`config.mk`:
```
export PLATFORM = sky130hd
export DESIGN_NAME = muldiv_unit
export DESIGN_NICKNAME = d
export VERILOG_FILES = /design/src/rtl/muldiv_pkg.sv /design/src/rtl/muldiv_div_step.sv /design/src/rtl/muldiv_unit.sv
export SDC_FILE = /design/constraint.sdc
export NUM_CORES = 1
export LEC_CHECK = 0
export ABC_AREA = 0
export CAP_MARGIN = 15
export CELL_PAD_IN_SITES_DETAIL_PLACEMENT = 1
export CELL_PAD_IN_SITES_GLOBAL_PLACEMENT = 1
export CORE_MARGIN = 4
export CORE_UTILIZATION = 45
export CTS_CLUSTER_DIAMETER = 30
export CTS_CLUSTER_SIZE = 40
export DETAILED_ROUTE_END_ITERATION = 12
export PLACE_DENSITY = 0.9
export SKIP_LAST_GASP = 1
export SLEW_MARGIN = 25
export SYNTH_ARGS = -nofsm -noshare
export SYNTH_HDL_FRONTEND = slang
export SYNTH_SLANG_ARGS = --single-unit
```
`constraint.sdc`:
```
create_clock -name clk -period 3.95 [get_ports clk]
set_input_delay 0.5925 -clock clk [delete_from_list [all_inputs] [get_ports clk]]
set_output_delay 0.5925 -clock clk [all_outputs]
set_load 0.05 [all_outputs]
```
`src/rtl/muldiv_pkg.sv`:
```
// Shared op-code and FSM state types for the multiply/divide unit.
package muldiv_pkg;

  localparam int OP_BITS = 3;

  typedef enum logic [OP_BITS-1:0] {
    OP_MULT  = 3'd0,
    OP_MULTU = 3'd1,
    OP_DIV   = 3'd2,
    OP_DIVU  = 3'd3,
    OP_MTHI  = 3'd4,
    OP_MTLO  = 3'd5
  } op_e;

  typedef enum logic [1:0] {
    IDLE = 2'd0,
    MUL  = 2'd1,
    DIV  = 2'd2,
    FIN  = 2'd3
  } state_e;

endpackage

```
`src/rtl/muldiv_div_step.sv`:
```
// One restoring-divide iteration: shift in the next dividend bit, subtract if it fits.
module muldiv_div_step #(
  parameter int WIDTH = 32
) (
  input  logic [WIDTH-1:0] rem,
  input  logic [WIDTH-1:0] quo,
  input  logic [WIDTH-1:0] divisor,
  output logic [WIDTH-1:0] rem_next,
  output logic [WIDTH-1:0] quo_next
);

  logic [WIDTH:0] shifted;
  logic [WIDTH:0] diff;

  // rem < divisor keeps shifted below 2*divisor, so diff[WIDTH] is a clean borrow flag
  always_comb begin
    shifted = {rem, quo[WIDTH-1]};
    diff    = shifted - {1'b0, divisor};
    if (!diff[WIDTH]) begin
      rem_next = diff[WIDTH-1:0];
      quo_next = {quo[WIDTH-2:0], 1'b1};
    end else begin
      rem_next = shifted[WIDTH-1:0];
      quo_next = {quo[WIDTH-2:0], 1'b0};
    end
  end

endmodule

```
`src/rtl/muldiv_unit.sv`:
```
// Iterative HI/LO multiply/divide unit (MIPS style).
// Define MULDIV_FAST_MULT_EN for a single-cycle multiplier; divide stays iterative.
module muldiv_unit
  import muldiv_pkg::*;
#(
  parameter int WIDTH = 32
) (
  input  logic             clk,
  input  logic             rst_n,
  input  logic             start,
  input  logic [2:0]       op,
  input  logic             abort,
  input  logic [WIDTH-1:0] a,
  input  logic [WIDTH-1:0] b,
  output logic             busy,
  output logic             done,
  output logic             div_by_zero,
  output logic [WIDTH-1:0] hi,
  output logic [WIDTH-1:0] lo
);

  localparam int CW = $clog2(WIDTH);

  state_e             state, state_next;
  op_e                op_reg;
  logic [CW-1:0]      count;
  logic [WIDTH-1:0]   a_reg, b_reg, mag;
  logic [2*WIDTH-1:0] acc;

  logic               accept, op_is_mul, op_is_div, op_signed;
  logic [WIDTH-1:0]   a_mag, b_mag;
  logic [WIDTH:0]     mul_sum;
  logic [WIDTH-1:0]   rem_next, quo_next;

  logic               res_signed, res_is_div, neg_a, neg_b;
  logic [2*WIDTH-1:0] prod;
  logic [WIDTH-1:0]   quo, rem, res_hi, res_lo;

  assign accept    = start && (state == IDLE || state == FIN);
  assign op_is_mul = (op == OP_MULT) || (op == OP_MULTU);
  assign op_is_div = (op == OP_DIV)  || (op == OP_DIVU);
  assign op_signed = (op == OP_MULT) || (op == OP_DIV);
  assign a_mag     = (op_signed && a[WIDTH-1]) ? -a : a;
  assign b_mag     = (op_signed && b[WIDTH-1]) ? -b : b;

  // acc holds {partial product, remaining multiplier} or {remainder, quotient/dividend}
  assign mul_sum = {1'b0, acc[2*WIDTH-1:WIDTH]} + {1'b0, (acc[0] ? mag : '0)};

  muldiv_div_step #(.WIDTH(WIDTH)) u_div_step (
    .rem      (acc[2*WIDTH-1:WIDTH]),
    .quo      (acc[WIDTH-1:0]),
    .divisor  (mag),
    .rem_next (rem_next),
    .quo_next (quo_next)
  );

  // Signs are re-applied to the magnitude result only once, on the way out of FIN
  always_comb begin
    res_signed = (op_reg == OP_MULT) || (op_reg == OP_DIV);
    res_is_div = (op_reg == OP_DIV)  || (op_reg == OP_DIVU);
    neg_a      = res_signed && a_reg[WIDTH-1];
    neg_b      = res_signed && b_reg[WIDTH-1];
    prod       = (neg_a ^ neg_b) ? -acc : acc;
    quo        = (neg_a ^ neg_b) ? -acc[WIDTH-1:0] : acc[WIDTH-1:0];
    rem        = neg_a ? -acc[2*WIDTH-1:WIDTH] : acc[2*WIDTH-1:WIDTH];
    if (!res_is_div) begin
      res_hi = prod[2*WIDTH-1:WIDTH];
      res_lo = prod[WIDTH-1:0];
    end else if (b_reg == '0) begin
      res_hi = a_reg;
      res_lo = '1;
    end else begin
      res_hi = rem;
      res_lo = quo;
    end
  end

  always_ff @(posedge clk or negedge rst_n) begin
    if (!rst_n) state <= IDLE;
    else        state <= state_next;
  end

  always_comb begin
    state_next = state;
    busy       = 1'b0;
    done       = 1'b0;
    case (state)
      IDLE, FIN: begin
        done       = (state == FIN);
        state_next = IDLE;
        if (start) begin
          if (op_is_mul) begin
`ifdef MULDIV_FAST_MULT_EN
            state_next = FIN;
`else
            state_next = MUL;
`endif
          end else if (op_is_div) begin
            state_next = DIV;
          end
        end
      end
      MUL, DIV: begin
        busy = 1'b1;
        if (abort)                            state_next = IDLE;
        else if (count == CW'(WIDTH - 1))     state_next = FIN;
      end
      default: state_next = IDLE;
    endcase
  end

  always_ff @(posedge clk or negedge rst_n) begin
    if (!rst_n) begin
      op_reg      <= OP_MULT;
      count       <= '0;
      a_reg       <= '0;
      b_reg       <= '0;
      mag         <= '0;
      acc         <= '0;
      hi          <= '0;
      lo          <= '0;
      div_by_zero <= 1'b0;
    end else begin
      case (state)
        MUL: begin
          acc   <= {mul_sum, acc[WIDTH-1:1]};
          count <= count + CW'(1);
        end
        DIV: begin
          acc   <= {rem_next, quo_next};
          count <= count + CW'(1);
        end
        FIN: begin
          hi <= res_hi;
          lo <= res_lo;
          if (res_is_div) div_by_zero <= (b_reg == '0);
        end
        default: ;
      endcase
      // A move issued in the done cycle is the younger write, so it overrides FIN
      if (accept) begin
        if (op_is_mul || op_is_div) begin
          op_reg <= op_e'(op);
          a_reg  <= a;
          b_reg  <= b;
          count  <= '0;
          if (op_is_mul) begin
            mag <= a_mag;
`ifdef MULDIV_FAST_MULT_EN
            acc <= {{WIDTH{1'b0}}, a_mag} * {{WIDTH{1'b0}}, b_mag};
`else
            acc <= {{WIDTH{1'b0}}, b_mag};
`endif
          end else begin
            mag <= b_mag;
            acc <= {{WIDTH{1'b0}}, a_mag};
          end
        end else if (op == OP_MTHI) begin
          hi <= a;
        end else if (op == OP_MTLO) begin
          lo <= a;
        end
      end
    end
  end

endmodule

```
==> results.toml, run 1 <==
[clock_network]
cts.sinks = 235
root_buffer = "clkbuf_16"
clockBufferDepth = 3
htree_levels = 3
cts_tree = "done"
postCtsSetupBuffers = 0
clkLatencyLatePin_ns = 0.62
cts_made_buffers = 69
clk_pin_slew_ns = 0.05

[sta]
fin_crit_ns = 3.84
clock_skew_ns = 0.0293
tightest_slew_ns = 1.14
holdWs_ns = -0.00556
report.final.setup_viol = 0
slew_headroom = 0.240
fin_crit_sh = 0.972
hold_viol = 1
fmax_mhz = 261
finalMaxSlewViolations = 0
rsz0062_at_grt = "true"

[worst_setup_path]
critical_path.startpoint = "mag[17]"
worstPathMaxFanout = 15
critPathKind = "register to register"
cp-start-kind = "register"
cp.required_ns = 4.46
rr_startpoint = "mag[17]"
cp.arrival_ns = 4.35
endpoint_kind = "register"

[layout]
seqCellArea_mm2 = 0.00588
fillCellCount = 4804
largest-register = "acc"
fin_area_mm2 = 0.0231
fin_nets = 2739
area_growth_pct = 25.3
layout_commonest_cell = "nand2_1"
multi_input_area_mm2 = 0.0117
final_cell_mix = "nand2_1 (399), o21ai_0 (309), dfrtp_1 (235), a21oi_1 (221), nor2_1 (192)"
drive_above_1_share = 0.0953
largest_reg_flops = 64
final_util = 0.576

[floorplan]
die_area_mm2 = 0.0443
dieWidth_um = 211
rows = 73
die_h_um = 211
start_util = 0.459
core-area_mm2 = 0.0402
ios = 138

[place]
dp_hpwl_um = 60900
dpl_cell_area_mm2 = 0.0207
io_buffers = 137
gp_congestion = 1.02

[synthesis]
async_reset_ff_frac = 1.00
seq_area_frac_synth = 0.319
synthesis.area_mm2 = 0.0185
postSynthAreaPerCell_um2 = 7.52
synth_cells = 2454
synth_seq_cells = 235
yosys_warnings = 0
yosysUniqueCellTypes = 77
syn_nets = 2601
synth_edf_count = 0
synthFlopType = "dfrtp_1"

[pwr]
vdd_drop_max_mv = 0.596
p_leak_nw = 9.95
p_per_area_mw_per_mm2 = 762
power_w = 0.0176

[global_route]
grt_first_pass_wirelength_um = 148000
first_global_vias = 23800
grt_antenna_before_repair = 3
grt_overflow = 0
grt_max_degree = 98
grt_use_total = 0.428

[run_status]
status = "complete, but fails checks"
violations = "hold timing"

[detailed_routing]
vias = 22600
wl_per_cell_um = 30.9
drc = 0
detail_route.first_pass.iterations = 6
drt-total-wl_um = 98100
postRouteAntennaNets = 0
via_per_inst = 7.12
drt_iter0_drc = 3006

[min_path]
hold_path_class = "primary input to asynchronous set/reset pin"

[run]
max-cap-violations = 0
worst max-delay path, cell delays in order (launching register included):
cell and delay (ns):
dfrtp_1 0.43, inv_1 0.10, ha_1 0.40, a21o_1 0.21, a221o_1 0.34, a31oi_1 0.19, o21ai_0 0.18, nor3b_1 0.43
o21ai_4 0.14, and3_1 0.24, buf_4 0.22, nor4_1 0.49, o21ai_0 0.14, a21oi_1 0.20
per-stage QoR:
step	setup slack, ns	TNS [ns]	cells
3_5_place_dp	0.252	0	3046
5_1_grt	-0.0176	-0.0239	3168
6_report	0.112	0	3171
3_3_place_gp	0.393	0	3046
4_1_cts	0.125	0	3168
2_1_floorplan	0.634	0	2454
cell usage after synthesis (all sizes together) (7+ instances only):
cell | n | share of area
nand2 | 400 | 0.081
o21ai | 316 | 0.086
dfrtp | 235 | 0.32
a21oi | 223 | 0.060
nor2 | 197 | 0.040
clkbuf | 159 | 0.032
xnor2 | 83 | 0.039
ha | 74 | 0.050
xor2 | 73 | 0.035
inv | 66 | 0.013
o211ai | 62 | 0.025
nor3 | 51 | 0.014
nand3 | 46 | 0.012
a21o | 38 | 0.015
a221o | 38 | 0.021
o22ai | 38 | 0.013
nor4 | 29 | 0.011
o31ai | 22 | 0.0097
a31oi | 21 | 0.0071
nand2b | 21 | 0.0075
and3 | 20 | 0.0068
a21boi | 17 | 0.0069
buf | 17 | 0.0038
nand4 | 17 | 0.0058
a211oi | 15 | 0.0064
and2 | 14 | 0.0047
or4 | 14 | 0.0061
nor2b | 13 | 0.0044
o21bai | 13 | 0.0053
o41ai | 13 | 0.0062
or3 | 13 | 0.0044
mux2i | 7 | 0.0038
o21a | 7 | 0.0028
o221ai | 7 | 0.0033
or2 | 7 | 0.0024
cell families (layout without fill, tap and decap cells):
kind of cell             Yosys count  count (layout)  share of synthesized area
adder cells (fa/ha/maj)           76              76                     0.0523
AO/OA/AOI/OAI                    881             881                      0.294
AND/OR/NAND/NOR                  855             855                      0.207
XOR/XNOR                         156             156                     0.0740
buffers and inverters            244             433                     0.0501
flip-flops                       235             235                      0.319
multiplexers                       7               7                    0.00380
other                              0               3                          0
what timing repair did:
action	CTS	global route
hold buffers	0	0
setup endpoints to repair	0	30
gates resized for setup	0	6
power breakdown:
| part | switching, W | total (W) | internal, W |
|---|---|---|---|
| Combinational | 0.00516 | 0.00779 | 0.00263 |
| Clock | 0.00191 | 0.00602 | 0.00411 |
| Sequential | 0.000808 | 0.00383 | 0.00302 |
final cells by class:
class | instances | share of cell area
clock inverters | 26 | 0.0205
repair buffers | 243 | 0.0957
flip-flops and latches | 235 | 0.254
diodes | 3 | 0.000324
clock buffers | 96 | 0.0834
inverters | 68 | 0.0110
multi-input cells | 1975 | 0.506
well taps | 525 | 0.0284
final timing paths:
check	to	depth (start not counted)	slack, ns
max in group asynchronous	b_reg[9]	2	2.86
setup / recovery	acc[34]	13	0.11
min in group clk	b_reg[9]	2	0.47
hold reg to reg	b_reg[9]	2	0.47
hold / removal	lo[12]	1	-0.006
setup reg to reg	acc[34]	13	0.11
metal layers:
| metal | global-route usage | wire length [um] | vias to the layer above | part of all wire |
|---|---|---|---|---|
| li1 | - | - | 9109 | - |
| met1 | 0.505 | 34600 | 11100 | 0.35 |
| met2 | 0.656 | 42900 | 1738 | 0.44 |
| met3 | 0.149 | 11900 | 643 | 0.12 |
| met4 | 0.296 | 8710 | 2 | 0.089 |
| met5 | 0 | 13 | - | 0.00013 |
No activity file was read; power rests on OpenSTA's default activity.
==> inputs of run 2 (changes only) <==
--- a/config.mk
+++ b/config.mk
@@ -6,6 +6,7 @@
 export NUM_CORES = 1
 export LEC_CHECK = 0
 export ABC_AREA = 0
+export ABC_CLOCK_PERIOD_IN_PS = 3700
 export CAP_MARGIN = 15
 export CELL_PAD_IN_SITES_DETAIL_PLACEMENT = 1
 export CELL_PAD_IN_SITES_GLOBAL_PLACEMENT = 1
@@ -16,7 +17,6 @@
 export DETAILED_ROUTE_END_ITERATION = 12
 export PLACE_DENSITY = 0.9
 export SKIP_LAST_GASP = 1
-export SLEW_MARGIN = 25
 export SYNTH_ARGS = -nofsm -noshare
 export SYNTH_HDL_FRONTEND = slang
 export SYNTH_SLANG_ARGS = --single-unit
==> constraint.sdc (replaced) <==
create_clock -name clk -period 3.7 [get_ports clk]
set_input_delay 0.555 -clock clk [delete_from_list [all_inputs] [get_ports clk]]
set_output_delay 0.555 -clock clk [all_outputs]
set_load 0.05 [all_outputs]
==> results.toml, run 2 (synthesis results as in run 1) <==
[run_status]
status = "complete, but fails checks"
violations = "hold timing"

[pwr]
pwr-share-clk = 0.349
p_int_w = 0.0108
p_sw_w = 0.00821
sequentialPowerShare = 0.207
p_leak_nw = 10.2
p_sw_frac = 0.433
comb_power_share = 0.443
p_per_area_mw_per_mm2 = 805
power_w = 0.0190
vdd_drop_max_mv = 0.630

[detailed_routing]
via_per_inst = 6.87
drt-total-wl_um = 94100
postRouteAntennaNets = 0
drt_iter0_drc = 2681
drc = 0
wl_per_cell_um = 29.4
vias = 22000
detail_route.first_pass.iterations = 6

[layout]
final_cell_mix = "nand2_1 (399), o21ai_0 (308), dfrtp_1 (235), a21oi_1 (220), nor2_1 (192)"
area_growth_pct = 27.7
drive_above_1_share = 0.113
fillCellCount = 4772
fin_nets = 2768
fin_area_mm2 = 0.0236
largest_reg_flops = 64
largest-register = "acc"
seqCellArea_mm2 = 0.00588
layout_commonest_cell = "nand2_1"
multi_input_area_mm2 = 0.0117

[run]
max-cap-violations = 0

[clock_network]
clkLatencyLatePin_ns = 0.63
htree_levels = 3
clockBufferDepth = 3
root_buffer = "clkbuf_16"
cts_tree = "done"
cts_made_buffers = 67
clk_pin_slew_ns = 0.05
cts.sinks = 235

[floorplan]
rows = 73
start_util = 0.459
die_area_mm2 = 0.0443
die_h_um = 211
ios = 138
dieWidth_um = 211
core-area_mm2 = 0.0402

[place]
gp_congestion = 0.971
dpl_cell_area_mm2 = 0.0210
dp_hpwl_um = 62100
io_buffers = 137

[global_route]
first_global_vias = 23200
grt_max_degree = 105
grt_antenna_before_repair = 0
grt_overflow = 0
grt_use_total = 0.412
grt_first_pass_wirelength_um = 142000

[sta]
hold_viol = 3
rsz0062_at_grt = "true"
slew_headroom = 0.294
fin_crit_sh = 0.983
report.final.setup_viol = 0
finalMaxSlewViolations = 0
tightest_slew_ns = 1.05
fin_crit_ns = 3.64
fmax_mhz = 275
clock_skew_ns = 0.0399
holdWs_ns = -0.0122
tns_ns = 0

[worst_setup_path]
worstPathMaxFanout = 4
r2r_cells = 14
critPathKind = "register to register"
r2r-end = "acc[63]"
critical_path.startpoint = "mag[4]"
cp.required_ns = 4.22
rr_startpoint = "mag[4]"
cp-start-kind = "register"
endpoint_kind = "register"
r2r_slack_ns = 0.06
cp.arrival_ns = 4.16

[min_path]
hold_path_class = "primary input to asynchronous set/reset pin"
[run 2: cell count changes in the layout (fill, tap and decap cells not counted), sizes merged]
cell      before  now
clkbuf        96   85
clkinv        14   15
inv           69   71
buf          107  138
diode          3    1
bufinv        11   15
clkinvlp       0    5
[run 2: how the worst max path moves through the flow]
stage	to	depth (start not counted)
after global routing	acc[62]	14
final	acc[63]	14
after floorplan	acc[62]	14
after CTS	acc[62]	14
after detailed placement	acc[60]	14
after global placement	acc[29]	10
[run 2: cell type report]
cell class              count  area share
diodes                      1    0.000106
clock buffers              85      0.0791
clock inverters            38      0.0283
inverters                  68      0.0108
multi-input cells        1975       0.498
flip-flops and latches    235       0.250
well taps                 525      0.0279
repair buffers            274       0.106
[run 2: repair_timing]
action,in CTS,in global routing
cloned,0,0
setup buffers,0,1
setup endpoints to repair,3,22
hold buffers,0,0
resized for setup,2,14
pin swaps,0,4
[run 2: worst max-delay path, cell delays in order (launching register included)]
cell and delay [ns]:
dfrtp_1 0.39, inv_1 0.11, ha_1 0.37, o211ai_1 0.13
a21oi_1 0.32, o211ai_1 0.18, buf_4 0.17, o22ai_1 0.21
nor3_1 0.12, buf_4 0.17, o31ai_1 0.49, a41oi_1 0.22
a21oi_1 0.30, o21ai_0 0.16, a31oi_1 0.20
[run 2: stage by stage]
step	utilization	cells	worst slack, ns	hold slack (ns)
3_5_place_dp	0.522	3075	0.0394	0.458
4_1_cts	0.585	3198	0.0100	0.0655
2_1_floorplan	-	2454	0.384	0.259
3_3_place_gp	0.522	3075	0.200	0.453
5_1_grt	0.586	3200	-0.0458	0.0815
6_report	0.586	3201	0.0621	-0.0122
[run 2: power groups by stage]
stage          Sequential, W  Combinational, W  Clock, W
3_3_place_gp         0.00385           0.00758         0
5_1_grt              0.00398           0.00889   0.00678
4_1_cts              0.00390           0.00814   0.00661
3_5_place_dp         0.00388           0.00784         0
6_report             0.00394           0.00841   0.00662
2_1_floorplan        0.00454           0.00427         0
[run 2: metal layers]
metal,vias up,GRT usage,share of wire
met3,492,0.106,0.10
met2,1410,0.650,0.45
met4,0,0.268,0.081
met1,10900,0.499,0.37
li1,9168,-,-
met5,-,0,0
